`src/rtl/sub_divider_ctrl.sv`:
```
// Multi-cycle restoring divider sequencer. One WIDTH+1 bit subtractor is
// reused once per RUN cycle; results and flags are registered and held
// until the next completed operation.
//
// state | meaning
// ------+--------------------------------------------------------------
// IDLE  | waiting for start; outputs hold the last result
// RUN   | one restoring step per edge, cnt counts down to 0
// DONE  | one-cycle done pulse, then back to IDLE unconditionally

module sub_divider_sub #(
    parameter int W = 9
) (
    input  logic [W-1:0] a,
    input  logic [W-1:0] b,
    output logic [W-1:0] diff
);

    // Plain subtractor; the MSB of diff doubles as the borrow indication.
    assign diff = a - b;

endmodule

module sub_divider_ctrl #(
    parameter int WIDTH = 8
) (
    input  logic             clk,
    input  logic             rst_n,
    input  logic             start,
    input  logic [WIDTH-1:0] dividend,
    input  logic [WIDTH-1:0] divisor,
    output logic             busy,
    output logic             done,
    output logic [WIDTH-1:0] quotient,
    output logic [WIDTH-1:0] remainder,
    output logic [3:0]       flags
);

    localparam int CW = (WIDTH > 1) ? $clog2(WIDTH) : 1;

    typedef enum logic [1:0] {
        S_IDLE = 2'd0,
        S_RUN  = 2'd1,
        S_DONE = 2'd2
    } state_t;

    state_t state, state_nxt;

    // The partial remainder is always below the divisor, so its top bit
    // (bit WIDTH of the nominal WIDTH+1 bit register) is never set and is
    // not stored. The full WIDTH+1 bit width lives in s/diff.
    logic [WIDTH-1:0] r;
    logic [WIDTH-1:0] q;
    logic [WIDTH-1:0] d;
    logic [CW-1:0]    cnt;

    logic [WIDTH:0]   s;
    logic [WIDTH:0]   diff;
    logic [WIDTH-1:0] r_step;
    logic [WIDTH-1:0] q_step;

    assign s = {r, q[WIDTH-1]};

    sub_divider_sub #(.W(WIDTH + 1)) u_sub (
        .a    (s),
        .b    ({1'b0, d}),
        .diff (diff)
    );

    // Restoring step: keep the difference when it did not borrow.
    always_comb begin
        r_step = s[WIDTH-1:0];
        q_step = {q[WIDTH-2:0], 1'b0};
        if (!diff[WIDTH]) begin
            r_step = diff[WIDTH-1:0];
            q_step = {q[WIDTH-2:0], 1'b1};
        end
    end

    // State register.
    always_ff @(posedge clk or negedge rst_n) begin
        if (!rst_n) begin
            state <= S_IDLE;
        end else begin
            state <= state_nxt;
        end
    end

    // Next-state decode and status outputs.
    always_comb begin
        state_nxt = state;
        busy      = 1'b0;
        done      = 1'b0;
        case (state)
            S_IDLE: begin
                if (start) begin
                    state_nxt = (divisor != '0) ? S_RUN : S_DONE;
                end
            end
            S_RUN: begin
                busy = 1'b1;
                if (cnt == '0) begin
                    state_nxt = S_DONE;
                end
            end
            S_DONE: begin
                done      = 1'b1;
                state_nxt = S_IDLE;
            end
            default: begin
                state_nxt = S_IDLE;
            end
        endcase
    end

    // Datapath: operand capture, iteration, and result registers.
    always_ff @(posedge clk or negedge rst_n) begin
        if (!rst_n) begin
            r         <= '0;
            q         <= '0;
            d         <= '0;
            cnt       <= '0;
            quotient  <= '0;
            remainder <= '0;
            flags     <= 4'b0000;
        end else begin
            case (state)
                S_IDLE: begin
                    if (start && (divisor != '0)) begin
                        d   <= divisor;
                        q   <= dividend;
                        r   <= '0;
                        cnt <= CW'(WIDTH - 1);
                    end else if (start) begin
                        // Divide-by-zero completes immediately with V set.
                        quotient  <= '1;
                        remainder <= dividend;
                        flags     <= 4'b0001;
                    end
                end
                S_RUN: begin
                    r <= r_step;
                    q <= q_step;
                    if (cnt == '0) begin
                        quotient  <= q_step;
                        remainder <= r_step;
                        flags     <= {1'b0, (q_step == '0), 2'b00};
                    end else begin
                        cnt <= cnt - CW'(1);
                    end
                end
                default: begin
                end
            endcase
        end
    end

endmodule

```
`config.mk`:
```
export PLATFORM = sky130hd
export DESIGN_NAME = sub_divider_ctrl
export DESIGN_NICKNAME = d
export VERILOG_FILES = /design/src/rtl/sub_divider_ctrl.sv
export SDC_FILE = /design/constraint.sdc
export NUM_CORES = 1
export LEC_CHECK = 0
export ABC_AREA = 1
export BUFFER_PORTS_ARGS = -buffer_cell sky130_fd_sc_hd__buf_2
export CAP_MARGIN = 20
export CORE_MARGIN = 2
export CORE_UTILIZATION = 35
export DETAILED_ROUTE_END_ITERATION = 12
export PLACE_DENSITY_LB_ADDON = 0.2
export SYNTH_ARGS = -nofsm -noshare
export SYNTH_HDL_FRONTEND = slang
export SYNTH_HIERARCHICAL = 1
export SYNTH_SLANG_ARGS = --single-unit
```
`constraint.sdc`:
```
create_clock -name clk -period 3.7 [get_ports clk]
set_input_delay 0.185 -clock clk [delete_from_list [all_inputs] [get_ports clk]]
set_output_delay 0.185 -clock clk [all_outputs]
set_load 0.02 [all_outputs]
```
==> impl_metrics.py, run 1 <==
metrics = {
    "power_and_ir_drop": {
        "p_leak_nw": 1.83,
        "clockPowerShare_pct": 10.3,
        "p_comb_share_pct": 60.8,
        "ir_drop_uv": 351,
        "internal_power_w": 0.00156,
        "p_switching_w": 0.00160,
        "sequentialPowerShare_pct": 28.9,
        "sw_frac_of_total_pct": 50.5,
        "power.density_mw_per_mm2": 1020,
    },
    "sta": {
        "worst_pin_slew_ps": 744,
        "setup_slack_ps": 1210,
        "maxSlewHeadroom_pct": 50.2,
        "period_share_pct": 67.4,
        "clock_skew_ps": 7.97,
        "fmax_ghz": 0.401,
        "hold_viol_final": 0,
        "fin_setup_tns_ps": 0,
        "setup_viol": 0,
        "grt_setup_unrepaired": "false",
        "slew_violations": 0,
        "fin_crit_ps": 2490,
    },
    "job": {
        "drv_cap": 0,
    },
    "finish": {
        "layout-drive-gt1-share_pct": 13.5,
        "nets": 451,
        "area_growth_pct": 12.7,
        "antenna_cells": 0,
    },
    "yosys": {
        "ys_warn_count": 6,
        "ys_seq_area_share_pct": 42.5,
        "avgSynthCellArea_um2": 7.15,
        "synth_edf_count": 0,
        "syn-instance-count": 387,
        "ys_types": 27,
        "synth_seq_cells": 47,
        "syn_area_mm2": 0.00277,
        "async_reset_ff_share_pct": 100,
        "synthFlopType": "dfrtp_1",
    },
    "die": {
        "die_width_um": 92.9,
        "die-area_mm2": 0.00863,
        "core_area_mm2": 0.00769,
        "die_height_um": 92.9,
        "ios": 41,
        "start_util_pct": 36.0,
        "row_count": 32,
    },
    "worst_setup_path": {
        "cp.arrival_ps": 2740,
        "critPathLaunchType": "flip-flop",
        "critPathRequiredTime_ps": 3940,
        "crit_slowest_cell": "fa_1",
        "crit_type": "reg -> reg",
        "endpoint_kind": "flip-flop",
        "cp_max_fo": 19,
        "cp_cell_sequence": "inv_1 > ha_1 > fa_1 > inv_1 > nand2_1 > nand2_1 > nand3_1 > nand3_1 > nand2_1 > o21ai_0 > nand2_1 > nand2_1 > nand3_1 > nand2_1",
        "cpMostUsedCell": "nand2_1",
        "worst-path-buf-inv": 2,
        "cp_slowest_stage_delay_ps": 400,
        "path_delay_family": "simple AND/OR/NAND/NOR gates",
    },
    "global_routing": {
        "overflow": 0,
        "grt_pass1_wl_mm": 11.1,
        "antenna_found_initial": 0,
        "grt_pass1_vias": 2354,
        "grt_max_degree": 48,
        "grt_use_total_pct": 16.1,
    },
    "clocking": {
        "clk_pin_slew_ps": 90,
        "htree_levels": 2,
        "clk-insertion-delay-late_ps": 300,
        "cts_sinks": 47,
        "cts_made_buffers": 5,
        "root_buffer": "clkbuf_8",
        "cts.path.max_buffers": 2,
        "cts_tree": "built",
        "ctsResizeCount": 0,
    },
    "min_path": {
        "min_path_type": "in -> reg",
    },
    "detailed_routing": {
        "dr.pass1.iters": 4,
        "viasPerCell": 4.62,
        "drt_wl_total_mm": 6.31,
        "drc": 0,
        "post_drt_wl_per_cell_um": 12.0,
        "num_vias": 2419,
        "drtAntennaViolNets": 0,
        "drt_iter0_markers": 94,
    },
    "place": {
        "dp_hpwl_mm": 4.51,
        "dpl_worst_slack_ps": 1200,
        "io_buffers": 38,
        "globalplace.congestion": 0.785,
    },
    "outcome": {
        "status": "finished, final reports clean",
    },
}
[final cells by class]
cell class | instances | area [um^2]
flip-flops and latches | 47 | 1180
repair buffers | 41 | 228
multi-input cells | 274 | 1290
inverters | 52 | 195
clock inverters | 1 | 8.76
clock buffers | 7 | 86.3
well taps | 102 | 128
fillers | 847 | 4570
[cells in the mapped netlist, types with 2 or more instances]
cell | count | area, um^2
nand2_1 | 170 | 638
inv_1 | 49 | 184
dfrtp_1 | 47 | 1180
nand3_1 | 42 | 210
o21ai_0 | 16 | 80.1
nor2_1 | 11 | 41.3
ha_1 | 10 | 125
buf_2 | 5 | 25.0
buf_6 | 5 | 56.3
xnor2_1 | 4 | 35.0
buf_4 | 3 | 22.5
inv_2 | 3 | 11.3
a21oi_1 | 2 | 10.0
clkbuf_1 | 2 | 7.51
nand2_4 | 2 | 22.5
nand3b_1 | 2 | 15.0
nand4_1 | 2 | 12.5
nor2_2 | 2 | 12.5
or2_1 | 2 | 12.5
[power groups by stage]
stage	registers (W)	clock network, W	logic [W]
after detailed placement	0.000929	0	0.00194
after CTS	0.000920	0.000339	0.00195
after global placement	0.000922	0	0.00193
final	0.000914	0.000326	0.00192
after global routing	0.000951	0.000358	0.00228
after floorplan	0.00100	0	0.00145
[placed cells by master, fill, tap and decap left out, types with 2 or more instances in the layout]
| master | n |
|---|---|
| a21oi_1 | 2 |
| xnor2_1 | 4 |
| conb_1 | 3 |
| nor2_1 | 11 |
| o21ai_0 | 16 |
| clkbuf_8 | 6 |
| or2_1 | 2 |
| ha_1 | 10 |
| nand3_1 | 42 |
| nand3b_1 | 2 |
| buf_2 | 38 |
| inv_2 | 3 |
| nand4_1 | 2 |
| inv_1 | 49 |
| nor2_2 | 2 |
| nand2_4 | 2 |
| dfrtp_1 | 47 |
| nand2_1 | 170 |
[layer usage]
metal	global-route usage, %	up-vias	wire length (um)
met5	0	-	0
met1	21.6	1125	2960
met2	27.5	38	3100
met3	2.20	5	179
li1	-	1251	-
met4	4.04	0	73
[worst register-to-register path, stage by stage (launching register included)]
cell and delay, ps:
dfrtp_1 390, inv_1 60, ha_1 220, fa_1 400, inv_1 70, nand2_1 40, nand2_1 90, nand3_1 90
nand3_1 90, nand2_1 320, o21ai_0 280, nand2_1 120, nand2_1 90, nand3_1 90, nand2_1 90
[kinds of logic (layout without fill, tap and decap cells)]
| group | count (synthesis) | after routing | share of synthesized area [%] |
|---|---|---|---|
| fa+ha+maj | 11 | 11 | 5.25 |
| simple gates | 235 | 235 | 35.5 |
| compound gates | 20 | 20 | 3.76 |
| flops | 47 | 47 | 42.5 |
| other cells | 1 | 3 | 0.136 |
| buf+inv | 68 | 101 | 11.2 |
| xor+xnor | 5 | 5 | 1.58 |
[path summary, 6_finish.rpt]
| kind | cells past startpoint | start | slack (ps) | end |
|---|---|---|---|---|
| setup / recovery | 14 | q[7]$_DFFE_PN0P_ | 1210 | remainder[7]$_DFFE_PN0P_ |
| hold / removal | 3 | divisor[3] | 100 | d[3]$_DFFE_PN0P_ |
| setup reg to reg | 14 | q[7]$_DFFE_PN0P_ | 1210 | remainder[7]$_DFFE_PN0P_ |
| hold reg to reg | 2 | quotient[0]$_DFFE_PN0P_ | 480 | quotient[0]$_DFFE_PN0P_ |
| min in group asynchronous | 2 | rst_n | 330 | quotient[3]$_DFFE_PN0P_ |
| max in group asynchronous | 3 | rst_n | 2870 | d[6]$_DFFE_PN0P_ |
[sequential cells by signal (all words and copies together), names as in the netlist]
name and flops:
q 8, quotient 8, flags 2, r 8, cnt 3, state 2, remainder 8, d 8
[through the flow]
stage	hold slack (ps)	instance area (um^2)	power, W	std cells	util [%]
floorplan	-111	2770	0.00245	389	-
global placement	402	2990	0.00285	514	38.9
detailed placement	409	2990	0.00287	514	38.9
CTS	96.6	3090	0.00321	522	40.1
global route	115	3120	0.00359	524	40.5
finish	98.4	3120	0.00316	524	40.5
[what timing repair did]
item                                    in CTS  in global routing
hold buffers                                 0                  1
buffers inserted                             0                  0
endpoints found under the setup margin       0                  0
endpoints found under the hold margin        0                 16
Note: power is estimated with default switching activity, not from simulation.
==> run 2, diff against run 1 <==
clock period = 2.3 ns   (was 3.7 ns; I/O delays follow)
==> impl_metrics.py, run 2 (same netlist as run 1, synthesis figures left out) <==
metrics = {
    "detailed_routing": {
        "wl_met1_mm": 3.02,
        "num_vias": 2413,
        "route.met3.wl_um": 193,
        "met2_length_mm": 3.06,
        "drt_wl_total_mm": 6.41,
        "drtAntennaViolNets": 0,
        "drc": 0,
        "drt_iter0_markers": 76,
        "top_layer": "met4",
        "viasPerCell": 4.53,
        "dr.pass1.iters": 4,
        "post_drt_wl_per_cell_um": 12.0,
    },
    "sta": {
        "clock_skew_ps": 10.6,
        "worst_pin_slew_ps": 658,
        "slew_violations": 0,
        "grt_setup_unrepaired": "false",
        "fin_setup_tns_ps": 0,
        "fmax_ghz": 0.471,
        "setup_viol": 0,
        "hold_viol_final": 0,
        "maxSlewHeadroom_pct": 56.0,
        "fin_crit_ps": 2120,
        "period_share_pct": 92.3,
    },
    "global_routing": {
        "antenna_found_initial": 0,
        "grt_max_degree": 34,
        "grt_pass1_wl_mm": 10.9,
        "grt_pass1_vias": 2363,
        "grt_use_total_pct": 16.1,
        "overflow": 0,
    },
    "finish": {
        "multiInputGateArea_mm2": 0.00130,
        "antenna_cells": 0,
        "layout-drive-gt1-share_pct": 16.2,
        "fin_cells": 533,
        "seq_area_mm2": 0.00118,
        "final_common_cell": "nand2_1",
        "area_growth_pct": 17.5,
        "fillers": 835,
        "nets": 460,
        "final_cell_mix": "nand2_1, inv_1, dfrtp_1",
        "design_area_mm2": 0.00325,
    },
    "min_path": {
        "whs_endpoint": "d[6]$_DFFE_PN0P_",
        "worstHoldStart": "divisor[6]",
        "min_path_type": "in -> reg",
        "whs_path_depth": 3,
    },
    "worst_setup_path": {
        "reg2reg_from": "q[7]$_DFFE_PN0P_",
        "ff2ff_path_depth": 15,
        "critPathLaunchType": "flip-flop",
        "endpoint_kind": "flip-flop",
        "reg2reg_slack_ps": 180,
        "r2r_end": "remainder[1]$_DFFE_PN0P_",
        "cp-startpoint": "q[7]$_DFFE_PN0P_",
        "cp_max_fo": 9,
        "cp.arrival_ps": 2370,
        "crit_type": "reg -> reg",
        "critPathRequiredTime_ps": 2550,
    },
    "job": {
        "drv_cap": 0,
    },
    "power_and_ir_drop": {
        "power.density_mw_per_mm2": 1720,
        "p_leak_nw": 1.89,
        "ir_drop_uv": 952,
    },
    "die": {
        "row_count": 32,
        "start_util_pct": 36.0,
        "core_area_mm2": 0.00769,
        "die-area_mm2": 0.00863,
        "ios": 41,
        "die_height_um": 92.9,
        "die_width_um": 92.9,
    },
    "clocking": {
        "cts.path.max_buffers": 2,
        "root_buffer": "clkbuf_8",
        "cts_made_buffers": 5,
        "htree_levels": 2,
        "clk_pin_slew_ps": 90,
        "cts_sinks": 47,
        "clk-insertion-delay-late_ps": 300,
        "cts_tree": "built",
    },
    "place": {
        "dp.cells": 522,
        "placed_area_mm2": 0.00306,
        "globalplace.congestion": 0.780,
        "dp_hpwl_mm": 4.69,
        "io_buffers": 38,
    },
    "outcome": {
        "status": "finished, final reports clean",
    },
}
-- run 2: changes by cell type in the layout (fill, tap and decap cells not counted), sizes merged --
cell / previous run / this run
clkinv: 1 / 0
bufinv: 0 / 2
buf: 40 / 48
-- run 2: power by group --
group	internal [W]	total [W]	switching (W)
clock	0.000434	0.000711	0.000276
combinational	0.00128	0.00342	0.00214
sequential	0.00123	0.00146	0.000239
-- run 2: worst max path at each step --
stage / slack, ps / depth (start not counted) / endpoint
after detailed placement: 140 / 15 / remainder[6]$_DFFE_PN0P_
after CTS: 110 / 15 / remainder[6]$_DFFE_PN0P_
after global routing: 10 / 17 / remainder[6]$_DFFE_PN0P_
final: 180 / 15 / remainder[1]$_DFFE_PN0P_
after global placement: 190 / 15 / remainder[6]$_DFFE_PN0P_
after floorplan: 140 / 17 / remainder[0]$_DFFE_PN0P_
-- run 2: timing repair --
item	CTS	global route
hold buffers	1	0
hold endpoints to repair	27	0
setup buffers	0	1
resized for setup	0	6
setup endpoints to repair	0	8
-- run 2: area by class of cell --
| class | count | area share, % |
|---|---|---|
| Inverter | 52 | 6.01 |
| Clock buffer | 6 | 2.23 |
| Tap cell | 102 | 3.93 |
| Clock inverter | 2 | 1.85 |
| Sequential cell | 47 | 36.2 |
| Multi-Input combinational cell | 274 | 40.1 |
| Timing Repair Buffer | 50 | 9.63 |
-- run 2: worst max-delay path, stage by stage (launching register included) --
cell and delay, ps:
dfrtp_1 360, inv_1 50, ha_2 190, fa_2 340
inv_1 60, nand2_1 50, nand2_2 70, nand3_1 90
nand3_1 110, nand2_2 100, clkbuf_16 180, o21ai_0 150
nand2_1 100, nand2_1 70, nand3_1 70, nand2_1 70
-- run 2: metal layers --
| layer | track usage, % | vias to the layer above |
|---|---|---|
| met2 | 26.6 | 43 |
| met5 | 0 | - |
| li1 | - | 1263 |
| met1 | 21.1 | 1095 |
| met4 | 6.25 | 0 |
| met3 | 2.44 | 12 |
-- run 2: through the flow --
step	hold slack (ps)	total power [W]	util (%)	worst slack, ps
after floorplan	-181	0.00394	-	141
after global placement	188	0.00473	39.8	187
after detailed placement	191	0.00477	39.8	136
after CTS	14.4	0.00550	41.7	112
after global routing	35.0	0.00624	42.3	12.6
final	21.4	0.00560	42.3	177
